$ cat config.mk
export PLATFORM = sky130hd
export DESIGN_NAME = audio_recorder
export DESIGN_NICKNAME = d
export VERILOG_FILES = /design/src/rtl/audio_rec_pkg.sv /design/src/rtl/audio_pop_ctrl.sv /design/src/rtl/audio_recorder.sv
export SDC_FILE = /design/constraint.sdc
export NUM_CORES = 1
export LEC_CHECK = 0
export CORE_MARGIN = 3
export CORE_UTILIZATION = 30
export CTS_BUF_LIST = sky130_fd_sc_hd__clkbuf_2
export DETAILED_ROUTE_END_ITERATION = 6
export PLACE_DENSITY = 0.63
export SLEW_MARGIN = 10
export SYNTH_ARGS = -nofsm -noshare
export SYNTH_HDL_FRONTEND = slang
export SYNTH_SLANG_ARGS = --single-unit
export TNS_END_PERCENT = 20
$ cat constraint.sdc
create_clock -name CLOCK_50 -period 1.7 [get_ports CLOCK_50]
set_input_delay 0.34 -clock CLOCK_50 [delete_from_list [all_inputs] [get_ports CLOCK_50]]
set_output_delay 0.34 -clock CLOCK_50 [all_outputs]
set_load 0.02 [all_outputs]
$ cat src/rtl/audio_rec_pkg.sv
// audio_rec_pkg: shared types and constants for the capture path.
// Optional trigger feature: RECORD_TRIGGER_EN (see audio_recorder).
package audio_rec_pkg;

    localparam int DEPTH  = 15000;
    localparam int ADDR_W = 14;
    localparam int DATA_W = 24;

    typedef enum logic [1:0] {
        IDLE,
        ARMED,
        RECORD,
        DONE
    } rec_state_e;

    // Magnitude of a two's-complement sample; 0x800000 maps to 0x800000.
    function automatic logic [DATA_W-1:0] mag24(
        input logic [DATA_W-1:0] s
    );
        mag24 = s[DATA_W-1] ? (~s + DATA_W'(1)) : s;
    endfunction

endpackage

$ cat src/rtl/audio_pop_ctrl.sv
// audio_pop_ctrl: pop pulse generator and sample latch for Audio_Controller.
// Keeps the controller FIFO drained; shared with analysis blocks.
module audio_pop_ctrl
    import audio_rec_pkg::*;
(
    input  logic              clk,
    input  logic              resetn,
    input  logic              available,
    input  logic [31:0]       audio_in,
    output logic              read_pulse,
    output logic [DATA_W-1:0] sample
);

    logic unused_lsb;

    assign unused_lsb = ^audio_in[31-DATA_W:0];

    // Pop on every available sample, never two cycles in a row; latch on pop.
    always_ff @(posedge clk or negedge resetn) begin
        if (!resetn) begin
            read_pulse <= 1'b0;
            sample     <= '0;
        end else begin
            read_pulse <= available && !read_pulse;
            if (read_pulse) begin
                sample <= audio_in[31:32-DATA_W];
            end
        end
    end

endmodule

$ cat src/rtl/audio_recorder.sv
// audio_recorder: drains mic samples and writes one take into sample RAM.
// Define RECORD_TRIGGER_EN to wait in ARMED for a loud sample before recording.
module audio_recorder
    import audio_rec_pkg::*;
(
    input  logic              CLOCK_50,
    input  logic              resetn,
    input  logic              start,
    input  logic              stop,
    input  logic              audio_in_available,
    input  logic [31:0]       left_channel_audio_in,
    output logic              read_audio_in,
    output logic [ADDR_W-1:0] ram_address,
    output logic [DATA_W-1:0] ram_data,
    output logic              ram_wren,
    output logic              recording,
    output logic              done,
    output logic [ADDR_W-1:0] sample_count
);

    localparam logic [ADDR_W-1:0] LAST = ADDR_W'(DEPTH - 1);

`ifdef RECORD_TRIGGER_EN
    localparam logic [DATA_W-1:0] THRESHOLD = 24'h080000;
    localparam rec_state_e TAKE_ST = ARMED;
`else
    localparam rec_state_e TAKE_ST = RECORD;
`endif

    rec_state_e        state;
    rec_state_e        state_nx;
    logic              wr_pend;
    logic              cap_go;
    logic              new_take;
    logic [ADDR_W-1:0] wr_ptr;

`ifdef RECORD_TRIGGER_EN
    logic trig_hit;

    assign trig_hit = read_audio_in &&
        (mag24(left_channel_audio_in[31:32-DATA_W]) >= THRESHOLD);
`endif

    audio_pop_ctrl u_pop (
        .clk        (CLOCK_50),
        .resetn     (resetn),
        .available  (audio_in_available),
        .audio_in   (left_channel_audio_in),
        .read_pulse (read_audio_in),
        .sample     (ram_data)
    );

    assign ram_wren     = wr_pend;
    assign sample_count = wr_ptr;

    // Next state, capture decision and take restart.
    always_comb begin
        state_nx = state;
        cap_go   = 1'b0;
        new_take = 1'b0;
        unique case (state)
            IDLE: begin
                if (start) begin
                    state_nx = TAKE_ST;
                    new_take = 1'b1;
                end
            end
            ARMED: begin
`ifdef RECORD_TRIGGER_EN
                if (stop) begin
                    state_nx = DONE;
                end else if (trig_hit) begin
                    state_nx = RECORD;
                    cap_go   = 1'b1;
                end
`else
                state_nx = IDLE;
`endif
            end
            RECORD: begin
                // a pop seen with stop is still written, one cycle later
                cap_go = read_audio_in;
                if (stop || (wr_pend && wr_ptr == LAST)) begin
                    state_nx = DONE;
                end
            end
            DONE: begin
                if (start) begin
                    state_nx = TAKE_ST;
                    new_take = 1'b1;
                end
            end
            default: state_nx = IDLE;
        endcase
    end

    // State register with registered status decodes.
    always_ff @(posedge CLOCK_50 or negedge resetn) begin
        if (!resetn) begin
            state     <= IDLE;
            recording <= 1'b0;
            done      <= 1'b0;
        end else begin
            state     <= state_nx;
            recording <= (state_nx == RECORD);
            done      <= (state_nx == DONE);
        end
    end

    // Write pipeline: address captured on pop, write and count one cycle later.
    always_ff @(posedge CLOCK_50 or negedge resetn) begin
        if (!resetn) begin
            wr_pend     <= 1'b0;
            wr_ptr      <= '0;
            ram_address <= '0;
        end else begin
            wr_pend <= cap_go;
            if (cap_go) begin
                ram_address <= wr_ptr;
            end
            if (new_take) begin
                wr_ptr <= '0;
            end else if (wr_pend) begin
                wr_ptr <= wr_ptr + ADDR_W'(1);
            end
        end
    end

endmodule

==> key figures <==
Final layout
  • # fillers: 772
  • Final nets: 327
  • Antenna cells: 0
  • Layout cell share with drive strength beyond 1: 0.2774
  • Area grow syn2layout: 46.45%
  • Design area: 3558 µm²

Synth
  • Netlist cell types: 31
  • Top cells by area, synth: dfrtp_1 60%, mux2_2 17%, mux2i_1 2.1%, nand2_1 1.9%, ha_1 1.5%
  • Post-synthesis register bit count: 58
  • Primary FF master, synth: dfrtp_1
  • Post-synth ARST share: 1.000
  • Ys Warns: 0
  • Register area share after synthesis: 0.5973
  • Top-count cell post-synth: dfrtp_1
  • Syn avg cell area: 13.06 µm²
  • Syn nets: 226
  • EDFF count, synth: 0
  • Synthesized area: 2430 µm²
  • Top cell type's share of synthesized area: 0.5973
  • Cells after synthesis: 186
  • Commonest cells in the synthesized netlist: 58 x dfrtp_1, 36 x mux2_2, 12 x nand2_1
  • Area leader, netlist: dfrtp_1

Timing
  • Final setup violating endpoints: 0
  • Worst clock skew: 0.02375 ns
  • Slew Limit Fails: 0
  • Max_slew headroom: 0.7244
  • Actual slew at the worst max-slew pin: 0.4096 ns
  • Final Hold Fails: 0
  • Hold_ws: 0.3657 ns
  • Final period utilization: 0.9501
  • Fmax: 619.2 MHz
  • Minimum clock period: 1.615 ns
  • RSZ-0062 raised after global routing: no

Critical path
  • CP peak stage delay: 0.46 ns
  • Crit path max-delay family: flip-flops
  • Cell Chain, Critical Path: dlygate4sd2_1
  • Critical Path AT: 1.28 ns
  • Crit end category: output port
  • Worst path bufs/invs: 1
  • Startpoint types: flip-flop
  • Worst path slowest cell: dfrtp_1
  • Required @ worst endpoint: 1.36 ns
  • CP Class: reg -> out
  • CP max FO: 5

Floorplanning
  • Core box area: 7807 µm²
  • Num rows: 32
  • Area of the die: 9215 µm²
  • Die width: 96.00 µm
  • Initial Util: 0.3112
  • Ports: 93
  • Die height: 96.00 µm

CTS
  • Clock buffer depth: 2
  • TritonCTS clock tree: built
  • Clock sink count: 58
  • CTS Buf Count: 9
  • Htree depth: 3
  • Worst-Skew Late Latency: 0.47 ns
  • Root buf cell: clkbuf_2
  • CTS clk-pin slew, worst paths: 0.18 ns

GRT
  • Vias in the first global route: 1823
  • Initial antenna violation count: 0
  • Total track usage: 0.1313
  • GRT overflow: 0
  • Largest net degree at the start of global routing: 59
  • Global-route wire length before repair: 9128 µm

Outcome
  • Status: finished, final reports clean

Route
  • DRC violations left: 0
  • DR iter-0 viols: 58
  • Antenna-violating nets left: 0
  • Routed wire length: 5738 µm
  • DR vias: 1832
  • Routed wire per std cell: 14.56 µm
  • Via density: 4.650
  • First drt pass iteration count: 4

Place
  • Final HPWL DP: 3975 µm
  • Placed instance area: 3460 µm²
  • Port-buffer cells: 84
  • Routability cong.: 0.8302

Pwr
  • Worst vdd ir: 0.6783 mV
  • Total power: 3.759 mW
  • Power per cell area: 1056 nW/µm²
  • Pleak: 1.673 nW

Flow run
  • Max cap viols: 0

Min path
  • Hold Crit Class: in -> async
[cell usage in the layout (no fill, tap or decap), drive strengths merged, types with 2 or more instances in the layout]
master,instances
a211oi,2
a21o,2
a21oi,4
buf,13
clkbuf,11
clkdlybuf4s15,8
clkdlybuf4s50,27
clkinv,2
clkinvlp,2
dfrtp,58
dlygate4sd2,48
ha,3
inv,8
mux2,36
mux2i,5
nand2,12
nand2b,5
nand3,2
nand4,5
nand4bb,2
nor2,7
nor4,5
o21ai,4
o31ai,3
or4,4
xor2,3
[state kept, by name, summed over array words and instances, names as in the netlist]
register,cells
u_pop.read_pulse,1
ram_wren,1
state,2
ram_address,14
u_pop.sample,24
recording,1
done,1
sample_count,14
[what timing repair did]
item,in CTS,in global routing
buffers inserted,1,1
pin swaps,0,0
gates resized for setup,68,12
hold buffers,1,0
setup endpoints to repair,56,11
hold endpoints to repair,58,0
[routing by layer]
layer  part of all wire  track usage  vias up
met4              0.010      0.06517        0
met2               0.50       0.2036       52
li1                   -            -      878
met5                  0            0        -
met1               0.44       0.1744      898
met3              0.051      0.02580        4
[worst paths after layout]
kind / from / endpoint / slack, ns / cells after the start
worst max-delay path: sample_count[13]$_DFFE_PN0P_ / sample_count[13] / 0.08 / 1
worst min-delay path: resetn / ram_address[8]$_DFFE_PN0P_ / 0.37 / 3
worst max register to register: sample_count[10]$_DFFE_PN0P_ / state[0]$_DFF_PN0_ / 0.13 / 3
worst min register to register: ram_address[9]$_DFFE_PN0P_ / ram_address[9]$_DFFE_PN0P_ / 0.50 / 2
max in group asynchronous: resetn / sample_count[4]$_DFFE_PN0P_ / 1.04 / 3
min in group CLOCK_50: audio_in_available / u_pop.read_pulse$_DFF_PN0_ / 0.40 / 2
[where the power goes]
group	internal, mW	switching [mW]
logic	0.568	0.664
clock network	0.347	0.528
registers	1.56	0.0941
total	2.47	1.29
[layout make-up]
cell class              instances  area (µm²)  share of cell area
clock buffers                  11       55.05             0.01547
flip-flops and latches         58        1466              0.4121
clock inverters                 5       55.05             0.01547
repair buffers                 97       903.4              0.2539
inverters                       8       30.03            0.008439
multi-input cells             113       920.9              0.2588
well taps                     102       127.6             0.03586
[cells by family after synthesis]
logic type,count (synthesis),share of synthesized area
DFF,58,0.5973
and+or+nand+nor,47,0.1102
muxes,41,0.1874
xor gates and xnor gates,4,0.01442
AOI/OAI and AO/OA,18,0.04892
adders and majority gates,3,0.01545
buffers and inverters,15,0.02626
[per-stage QoR]
stage	instances	setup TNS, ns	utilization	setup WS, ns
floorplan	186	0	-	0.1173
global placement	375	0	0.4431	0.07460
detailed placement	375	0	0.4431	0.1068
CTS	393	-0.002607	0.4524	-0.002607
global route	394	0	0.4558	0.002763
finish	394	0	0.4558	0.08488
Note: power is estimated with default switching activity, not from simulation.
